File: src/rtl/debug_run_sched.sv
// Debug-unit command scheduler: decodes host bytes into continuous run or single-step
// sequencing, triggers a dump after each, counts executed clocks. Optional: RUN_WATCHDOG_EN.
module debug_run_sched #(
    parameter logic [7:0] CMD_RUN  = 8'h63,
    parameter logic [7:0] CMD_STEP = 8'h73,
    parameter logic [7:0] CMD_NEXT = 8'h6E,
    parameter logic [7:0] CMD_EXIT = 8'h65,
    parameter int         CNT_W    = 32
`ifdef RUN_WATCHDOG_EN
    ,
    parameter logic [CNT_W-1:0] MAX_CYCLES = 32'd100000
`endif
) (
    input  logic             clk,
    input  logic             rst,
    input  logic [7:0]       i_rx_data,
    input  logic             i_rx_valid,
    input  logic             i_halt,
    input  logic             i_send_done,
    output logic             o_step,
    output logic             o_send_start,
    output logic             o_done,
    output logic             o_err,
    output logic             o_busy,
    output logic             o_step_mode,
    output logic             o_timeout,
    output logic [CNT_W-1:0] o_clk_count
);

    typedef enum logic [3:0] {
        IDLE      = 4'd0,
        RUN       = 4'd1,
        RUN_SEND  = 4'd2,
        RUN_WAIT  = 4'd3,
        DONE      = 4'd4,
        STEP_IDLE = 4'd5,
        STEP_EXEC = 4'd6,
        STEP_SEND = 4'd7,
        STEP_WAIT = 4'd8
    } state_t;

    state_t state, state_nxt;
    logic   clr_cnt;
    logic   wd_trip;

`ifdef RUN_WATCHDOG_EN
    assign wd_trip = (state == RUN) && !i_halt && (o_clk_count == MAX_CYCLES);
`else
    assign wd_trip = 1'b0;
`endif

    always_ff @(posedge clk) begin
        if (!rst) state <= IDLE;
        else      state <= state_nxt;
    end

    always_comb begin
        state_nxt    = state;
        clr_cnt      = 1'b0;
        o_step       = 1'b0;
        o_send_start = 1'b0;
        o_done       = 1'b0;
        o_err        = 1'b0;
        o_busy       = 1'b0;
        o_step_mode  = 1'b0;
        case (state)
            IDLE: begin
                if (i_rx_valid) begin
                    if (i_rx_data == CMD_RUN) begin
                        state_nxt = RUN;
                        clr_cnt   = 1'b1;
                    end else if (i_rx_data == CMD_STEP) begin
                        state_nxt = STEP_IDLE;
                        clr_cnt   = 1'b1;
                    end else begin
                        o_err = 1'b1;
                    end
                end
            end
            RUN: begin
                o_busy = 1'b1;
                o_err  = i_rx_valid;
                // halt is sampled this cycle: an already-halted pipeline gets zero clocks
                if (i_halt || wd_trip) state_nxt = RUN_SEND;
                else                   o_step    = 1'b1;
            end
            RUN_SEND: begin
                o_busy       = 1'b1;
                o_err        = i_rx_valid;
                o_send_start = 1'b1;
                state_nxt    = RUN_WAIT;
            end
            RUN_WAIT: begin
                o_busy = 1'b1;
                o_err  = i_rx_valid;
                if (i_send_done) state_nxt = DONE;
            end
            DONE: begin
                o_busy    = 1'b1;
                o_done    = 1'b1;
                state_nxt = IDLE;
            end
            STEP_IDLE: begin
                o_step_mode = 1'b1;
                if (i_rx_valid) begin
                    if      (i_rx_data == CMD_NEXT) state_nxt = STEP_EXEC;
                    else if (i_rx_data == CMD_EXIT) state_nxt = DONE;
                    else                            o_err     = 1'b1;
                end
            end
            STEP_EXEC: begin
                o_busy      = 1'b1;
                o_step_mode = 1'b1;
                o_err       = i_rx_valid;
                o_step      = 1'b1;
                state_nxt   = STEP_SEND;
            end
            STEP_SEND: begin
                o_busy       = 1'b1;
                o_step_mode  = 1'b1;
                o_err        = i_rx_valid;
                o_send_start = 1'b1;
                state_nxt    = STEP_WAIT;
            end
            STEP_WAIT: begin
                o_busy      = 1'b1;
                o_step_mode = 1'b1;
                o_err       = i_rx_valid;
                if (i_send_done) state_nxt = i_halt ? DONE : STEP_IDLE;
            end
            default: state_nxt = IDLE;
        endcase
    end

    always_ff @(posedge clk) begin
        if (!rst)         o_clk_count <= '0;
        else if (clr_cnt) o_clk_count <= '0;
        else if (o_step)  o_clk_count <= o_clk_count + 1'b1;
    end

`ifdef RUN_WATCHDOG_EN
    always_ff @(posedge clk) begin
        if (!rst)         o_timeout <= 1'b0;
        else if (clr_cnt) o_timeout <= 1'b0;
        else if (wd_trip) o_timeout <= 1'b1;
    end
`else
    assign o_timeout = 1'b0;
`endif

endmodule
File: config.mk
export PLATFORM = sky130hd
export DESIGN_NAME = debug_run_sched
export DESIGN_NICKNAME = d
export VERILOG_FILES = /design/src/rtl/debug_run_sched.sv
export SDC_FILE = /design/constraint.sdc
export NUM_CORES = 1
export LEC_CHECK = 0
export CAP_MARGIN = 5
export CORE_MARGIN = 5
export CORE_UTILIZATION = 51
export CTS_CLUSTER_DIAMETER = 100
export DETAILED_ROUTE_END_ITERATION = 7
export PLACE_DENSITY = 0.92
export REMOVE_ABC_BUFFERS = 1
export SETUP_SLACK_MARGIN = 0.5
export SLEW_MARGIN = 5
export SYNTH_ARGS = -nofsm -noshare
export SYNTH_HDL_FRONTEND = slang
export SYNTH_SLANG_ARGS = --single-unit
File: constraint.sdc
create_clock -name clk -period 5.5 [get_ports clk]
set_input_delay 1.1 -clock clk [delete_from_list [all_inputs] [get_ports clk]]
set_output_delay 1.1 -clock clk [all_outputs]
set_load 0.005 [all_outputs]
==> impl_results.md, run 1 <==
- Outcome: completed
- Utilization after layout: 0.696
- Effective utilization at floorplan: 0.531
- Number of instances in the synthesized netlist: around 240
- Number of global-route vias before repair: between 1,500 and 2,000
- Final wirelength: around 4.7 mm
- Total clock sinks: 36
- Top area cells in the synthesized netlist: dfxtp_1, xnor2_1, nor2_1
- DRC errors left: 0
- Wire length of the first global-routing pass: slightly above 8 mm
- Number of max-slew violations in the final report: 0
- Number of distinct library cell variants in the gate-level netlist after synthesis: 44
- Vias after detailed routing: roughly 2,000
- Ratio of routed vias to standard cells: slightly below 6
- Asr flop ratio synth: 0
- Kind of start point of the critical path: input pin
- Post-CTS repair timing setup buffer count: 0
- Required time at the endpoint of the critical path: ~4.4 ns
- Nets@finish: 303
- Total of endpoints with negative setup slack in the final report: 0
- Number of flip-flops and latches in the synthesized netlist: 36
- Final worst-path cycle share: 0.804
- Hold path startpoint: o_clk_count[31]
- Endpoint of the worst hold path: o_clk_count[31]
- Die outline area: 5180 µm²
- Leading area contributor after synthesis: dfxtp_1
- TritonCTS buffer count: 5
- GPL Wtd Cong: a little under 0.9
- Worst slew pin tran: ~1.1 ns
- Top_reg_cell synth: dfxtp_1
- Core box area: about 3700 µm²
- Antenna violations before repair: 0
- Reg-to-reg slack, setup: ~2.7 ns
- Final HPWL DP: ~3.5 mm
- Clock Root Buffer: clkbuf_8
- Reported max-cap violation count: 0
- Final Skew: 0.00696 ns
- Crit Reg-Reg Startpoint: state[0]
- Hold_buf cts: 0
- ANT nets after route: 0
- Power Density: around 240 nW/µm²
- Total Negative Setup Slacks: 0 ns
- Peak Freq: about 230 MHz
- Seq/Total Area, Yosys: 0.368
- Cell types with the highest counts after synthesis: dfxtp_1, nor2_1, nand2_1
- Worst-path maximum fanout: 4
- Average footprint of a synthesized cell: about 8.1 µm²
- Share of final-layout standard cells stronger than drive strength 1: 0.0448
- Clock-pin transition on the worst setup and hold timing paths: about 0.070 ns
- Clock latency at the later pin of the worst-skew pair: about 0.29 ns
- RSZ-0062 raised after global routing: no
- Total number of H-tree levels: 2
- Placed inst area: between 2000 and 2500 µm²
- Worst reg-to-reg path cell count: 5
- R2R Path End: o_clk_count[31]
- Total non-filler cell area in the finished layout: about 2600 µm²
- Iteration-0 DRC count of the detailed router: around 160
- CTS tree: yes
- Relative slew margins: 0.274
- I/O pin cnt: 52
- Worst EP arrival: between 3 and 4 ns
- Buffer levels on the longest clock path: 2
- Hold-critical path depth: 2
- Library cell with the highest instance count after synthesis: dfxtp_1
- Number of warnings printed during yosys synthesis: 0
- Worst hold slack: 0.493 ns
- DIE WIDTH: just over 70 µm
- Element type at the critical path end: output port
- Post-synth EDFFs: 0
- Pre-Repair DR Iteration Count: 4
- Setup Crit Path Kind: input pin to output port
- Total global-route track usage: 0.190
- Wire length per cell: around 14 µm
- IR drop worst, VDD: ~160 µV
- Share of Yosys cell area claimed by the top area cell type: 0.368
- Number of failing hold endpoints at the final stage: 0
- Post-synthesis instance area: 1960 µm²
- Vertical die dimension: 72.0 µm
- Pin count of the biggest net entering global routing: 33
- Synthesis-to-layout area growth: 31.0%
- Class of the tightest hold or removal check: register to register
- Antenna diode instance count: 0
- Shortest period the worst path allows: between 4 and 5 ns
- Rows: 22
- Post_cts resized: 0
- Static Leak: 0.816 nW
- Count of input and output buffers: 50
- Sum of overflow across all layers after global routing: 0
metrics by stage:
step	setup WS (ns)	total power (W)	cells
3_5_place_dp	1.05	0.000448	330
4_1_cts	1.05	0.000630	338
6_report	1.08	0.000627	338
3_3_place_gp	1.12	0.000446	330
5_1_grt	0.912	0.000663	338
2_1_floorplan	2.12	0.000384	232
cell families (layout without fill, tap and decap cells):
family                   Yosys count  in the layout  synth area share
AO/OA/AOI/OAI                     40             40             0.133
XOR/XNOR                          25             25             0.112
adder cells (fa/ha/maj)            1              1           0.00638
buffers and inverters             14             62            0.0287
flip-flops                        36             36             0.368
multiplexers                       2              2            0.0102
other                              1              1           0.00191
AND/OR/NAND/NOR                  123            123             0.340
area by class of cell:
cell class / count / area [µm²]
clock buffer: 5 / 68.8
fill: 302 / 1120
sequential: 36 / 721
inverter: 4 / 15.0
clock inverter: 3 / 18.8
tap: 48 / 60.1
timing repair buffer: 50 / 500
multi-input combinational: 192 / 1180
metal layers:
metal	wire length (µm)	up-vias	GRT usage
met5	0	-	0
met4	74	0	0.0605
met3	209	12	0.0485
met2	2350	57	0.323
met1	2110	915	0.233
li1	-	966	-
state kept, by name, indices dropped and copies added, names as in the netlist:
| register | count |
|---|---|
| o_clk_count | 32 |
| state | 4 |
worst max-delay path: stages:
cell	delay [ns]
clkdlybuf4s50_1	0.51
or3b_2	0.45
a2111oi_0	0.40
o22ai_1	0.21
o21a_1	0.22
clkdlybuf4s50_1	0.43
cells in the final DEF (no fill, tap or decap), drive strengths merged, types with 2 or more instances in the layout:
cell type and count:
clkdlybuf4s50 50, dfxtp 36, nor2 31, nand2 19
nand3 17, xnor2 15, a21oi 12, o21ai 12
xor2 10, nand4 10, nor3 7, or3 6
nor4 5, clkbuf 5, nand3b 4, inv 4
o22ai 4, o211ai 3, and4 3, or4 3
and3 3, and2 3, clkinv 3, nor2b 2
nor4b 2, nor3b 2, o31ai 2, mux2i 2
a2111oi 2
how the worst max path moves through the flow:
stage,from,end,slack [ns],cells past startpoint
final,i_rx_data[0],o_err,1.08,6
after global routing,i_rx_data[0],o_err,0.91,6
after CTS,i_rx_data[0],o_err,1.05,6
after detailed placement,i_rx_data[0],o_err,1.05,6
after global placement,i_rx_data[0],o_err,1.12,6
after floorplan,i_rx_data[1],o_err,2.12,4
report_power, final:
part | internal [W] | total [W] | switching [W]
logic | 0.0000772 | 0.000145 | 0.0000681
clock network | 0.0000881 | 0.000183 | 0.0000953
registers | 0.000269 | 0.000298 | 0.0000293
(Power assumes the default switching activity.)
==> run 2: changes to the inputs <==
CORE_UTILIZATION = 44   (was 51)
PLACE_DENSITY = 0.85   (was 0.92)
clock period = 3.87 ns   (was 5.5 ns; I/O delays follow)
==> run 2 against run 1 <==
Effect of this change: die area rose by 14%; register-to-register slack got worse by 1.6 ns; clock skew barely moved; critical path depth fell by 2; sequential cell count did not move; non-clock buffer count rose by 4; hold slack got worse by 0.0098 ns; clock-buffer cell count rose by 1; global-route usage fell by 2.3 points; worst setup slack got worse by 0.50 ns; critical endpoint is now o_step; largest power group unchanged; highest routed layer unchanged.
==> impl_results.md, run 2 (synthesis gave the netlist of run 1 again) <==
- Antenna violations before repair: 0
- Worst EP arrival: 2.52 ns
- Final wirelength: between 4 and 5 mm
- Worst-path maximum fanout: 4
- TritonCTS buffer count: 5
- Nets@finish: roughly 310
- Core box area: ~4300 µm²
- I/O pin cnt: 52
- Synthesis-to-layout area growth: 35.9%
- Iteration-0 DRC count of the detailed router: roughly 230
- Post-placement cell count: roughly 340
- Capture point of the worst path: o_step
- Detailed route wirelength on metal3: between 200 and 250 µm
- Worst reg-to-reg path cell count: 5
- Commonest non-fill, non-tap cells in the layout: clkdlybuf4s50_1, dfxtp_1, nor2_1, nand2_1, nand3_1
- Reported max-cap violation count: 0
- Sum of overflow across all layers after global routing: 0
- R2R Path End: o_clk_count[29]
- Most frequent standard cell in the layout excluding fill and tap cells: clkdlybuf4s50_1
- Total number of H-tree levels: 2
- RSZ-0062 raised after global routing: no
- Register with the highest flop count: o_clk_count
- Worst slew pin tran: roughly 0.63 ns
- Power Density: approximately 370 nW/µm²
- Static Leak: a little under 0.9 nW
- Hold-critical path depth: 2
- CTS tree: yes
- Crit Reg-Reg Startpoint: state[0]
- Reg-to-reg slack, setup: 1.14 ns
- Shortest period the worst path allows: around 3.3 ns
- Largest regs: o_clk_count: 32 flops, state: 4 flops
- Footprint of the multi-input gates: between 1000 and 1500 µm²
- Antenna diode instance count: 0
- Relative slew margins: 0.578
- Hold path startpoint: o_clk_count[31]
- Required time at the endpoint of the critical path: about 3.1 ns
- Number of fillers in the final layout: ~390
- Peak Freq: ~300 MHz
- Vias after detailed routing: just under 2,000
- Number of failing hold endpoints at the final stage: 0
- Element type at the critical path end: output port
- Rows: 24
- Clock Root Buffer: clkbuf_8
- Ratio of routed vias to standard cells: between 5 and 6
- Vertical die dimension: around 77 µm
- DIE WIDTH: 76.7 µm
- Final worst-path cycle share: 0.850
- Total of endpoints with negative setup slack in the final report: 0
- Final HPWL DP: 3.46 mm
- Outcome: completed
- ANT nets after route: 0
- Kind of start point of the critical path: input pin
- Wire length of the first global-routing pass: ~8.4 mm
- Pin count of the biggest net entering global routing: 33
- Most numerous cell on the critical path: clkdlybuf4s50_1
- Total global-route track usage: 0.167
- Total Negative Setup Slacks: 0 ns
- Flip-flop count of the largest register, all copies and words added: 32
- Launching element of the worst setup path: i_halt
- Wire length per cell: 14.1 µm
- Worst Setup Slack, final: 0.580 ns
- Buffer levels on the longest clock path: 2
- GPL Wtd Cong: approximately 0.87
- Met2 wire length: roughly 2.4 mm
- Uppermost layer routed: met4
- Class of the tightest hold or removal check: register to register
- Flip-flop and latch area: between 700 and 800 µm²
- Die outline area: approximately 5900 µm²
- Pre-Repair DR Iteration Count: 4
- Post-place setup slack: 0.119 ns
- Hold_buf cts: 0
- IR drop worst, VDD: between 200 and 300 µV
- Cell Count, Final, Fillers Out: around 350
- Number of global-route vias before repair: approximately 1,800
- DRC errors left: 0
- Final Skew: around 0.0070 ns
- Slowest-stage cell, CP: clkdlybuf4s50_1
- Clock-pin transition on the worst setup and hold timing paths: ~0.07 ns
- Effective utilization at floorplan: 0.453
- Number of max-slew violations in the final report: 0
- Largest stage delay on the critical path: 0.54 ns
- Total clock sinks: 36
- Crit-path cells: clkdlybuf4s50_1 > or4b_4 > a21oi_1 > clkdlybuf4s50_1
- Share of final-layout standard cells stronger than drive strength 1: 0.0680
- Count of input and output buffers: 50
- Setup Crit Path Kind: input pin to output port
- Met1 routed wirelength after detailed routing: 2.14 mm
- Clock latency at the later pin of the worst-skew pair: just under 0.3 ns
## run 2: how the worst min path moves through the flow
stage	end	slack [ns]
after floorplan	o_clk_count[31]	0.47
after global placement	o_clk_count[31]	0.46
after detailed placement	o_clk_count[31]	0.47
after CTS	o_clk_count[31]	0.48
after global routing	o_clk_count[31]	0.52
final	o_clk_count[31]	0.48
## run 2: layout make-up
| cell class | count | area share |
|---|---|---|
| multi-input combinational | 192 | 0.460 |
| tap | 52 | 0.0244 |
| clock inverter | 2 | 0.0132 |
| timing repair buffer | 54 | 0.199 |
| sequential | 36 | 0.271 |
| clock buffer | 6 | 0.0273 |
| inverter | 4 | 0.00564 |
## run 2: repair_timing
item | CTS | global route
setup buffers | 0 | 2
resized for setup | 9 | 6
pin swaps | 4 | 2
hold endpoints to repair | 0 | 0
endpoints found under the setup margin | 1 | 1
## run 2: where the power goes
part	leakage, nW	total, W	switching [W]	internal (W)
sequential	0.290	0.000424	0.0000415	0.000382
clock	0.0552	0.000320	0.000129	0.000191
combinational	0.530	0.000229	0.000106	0.000123
total	0.875	0.000972	0.000276	0.000696
## run 2: layer usage
layer | global-route usage | vias up
li1 | - | 972
met1 | 0.211 | 926
met2 | 0.270 | 53
met3 | 0.0363 | 7
met4 | 0.0752 | 0
met5 | 0 | -
## run 2: critical path: cells and delay by family
| family | cells | cell delay (ns) |
|---|---|---|
| buffers and inverters | 2 | 1.00 |
| AND/OR/NAND/NOR | 1 | 0.53 |
| AO/OA/AOI/OAI | 1 | 0.22 |
## run 2: through the flow
| step | hold slack, ns | area [µm²] | utilization | total power [W] |
|---|---|---|---|---|
| floorplan | 0.468 | 1920 | - | 0.000545 |
| global placement | 0.465 | 2500 | 0.578 | 0.000638 |
| detailed placement | 0.475 | 2500 | 0.578 | 0.000641 |
| CTS | 0.485 | 2640 | 0.610 | 0.000967 |
| global route | 0.521 | 2660 | 0.616 | 0.00102 |
| finish | 0.483 | 2660 | 0.616 | 0.000972 |
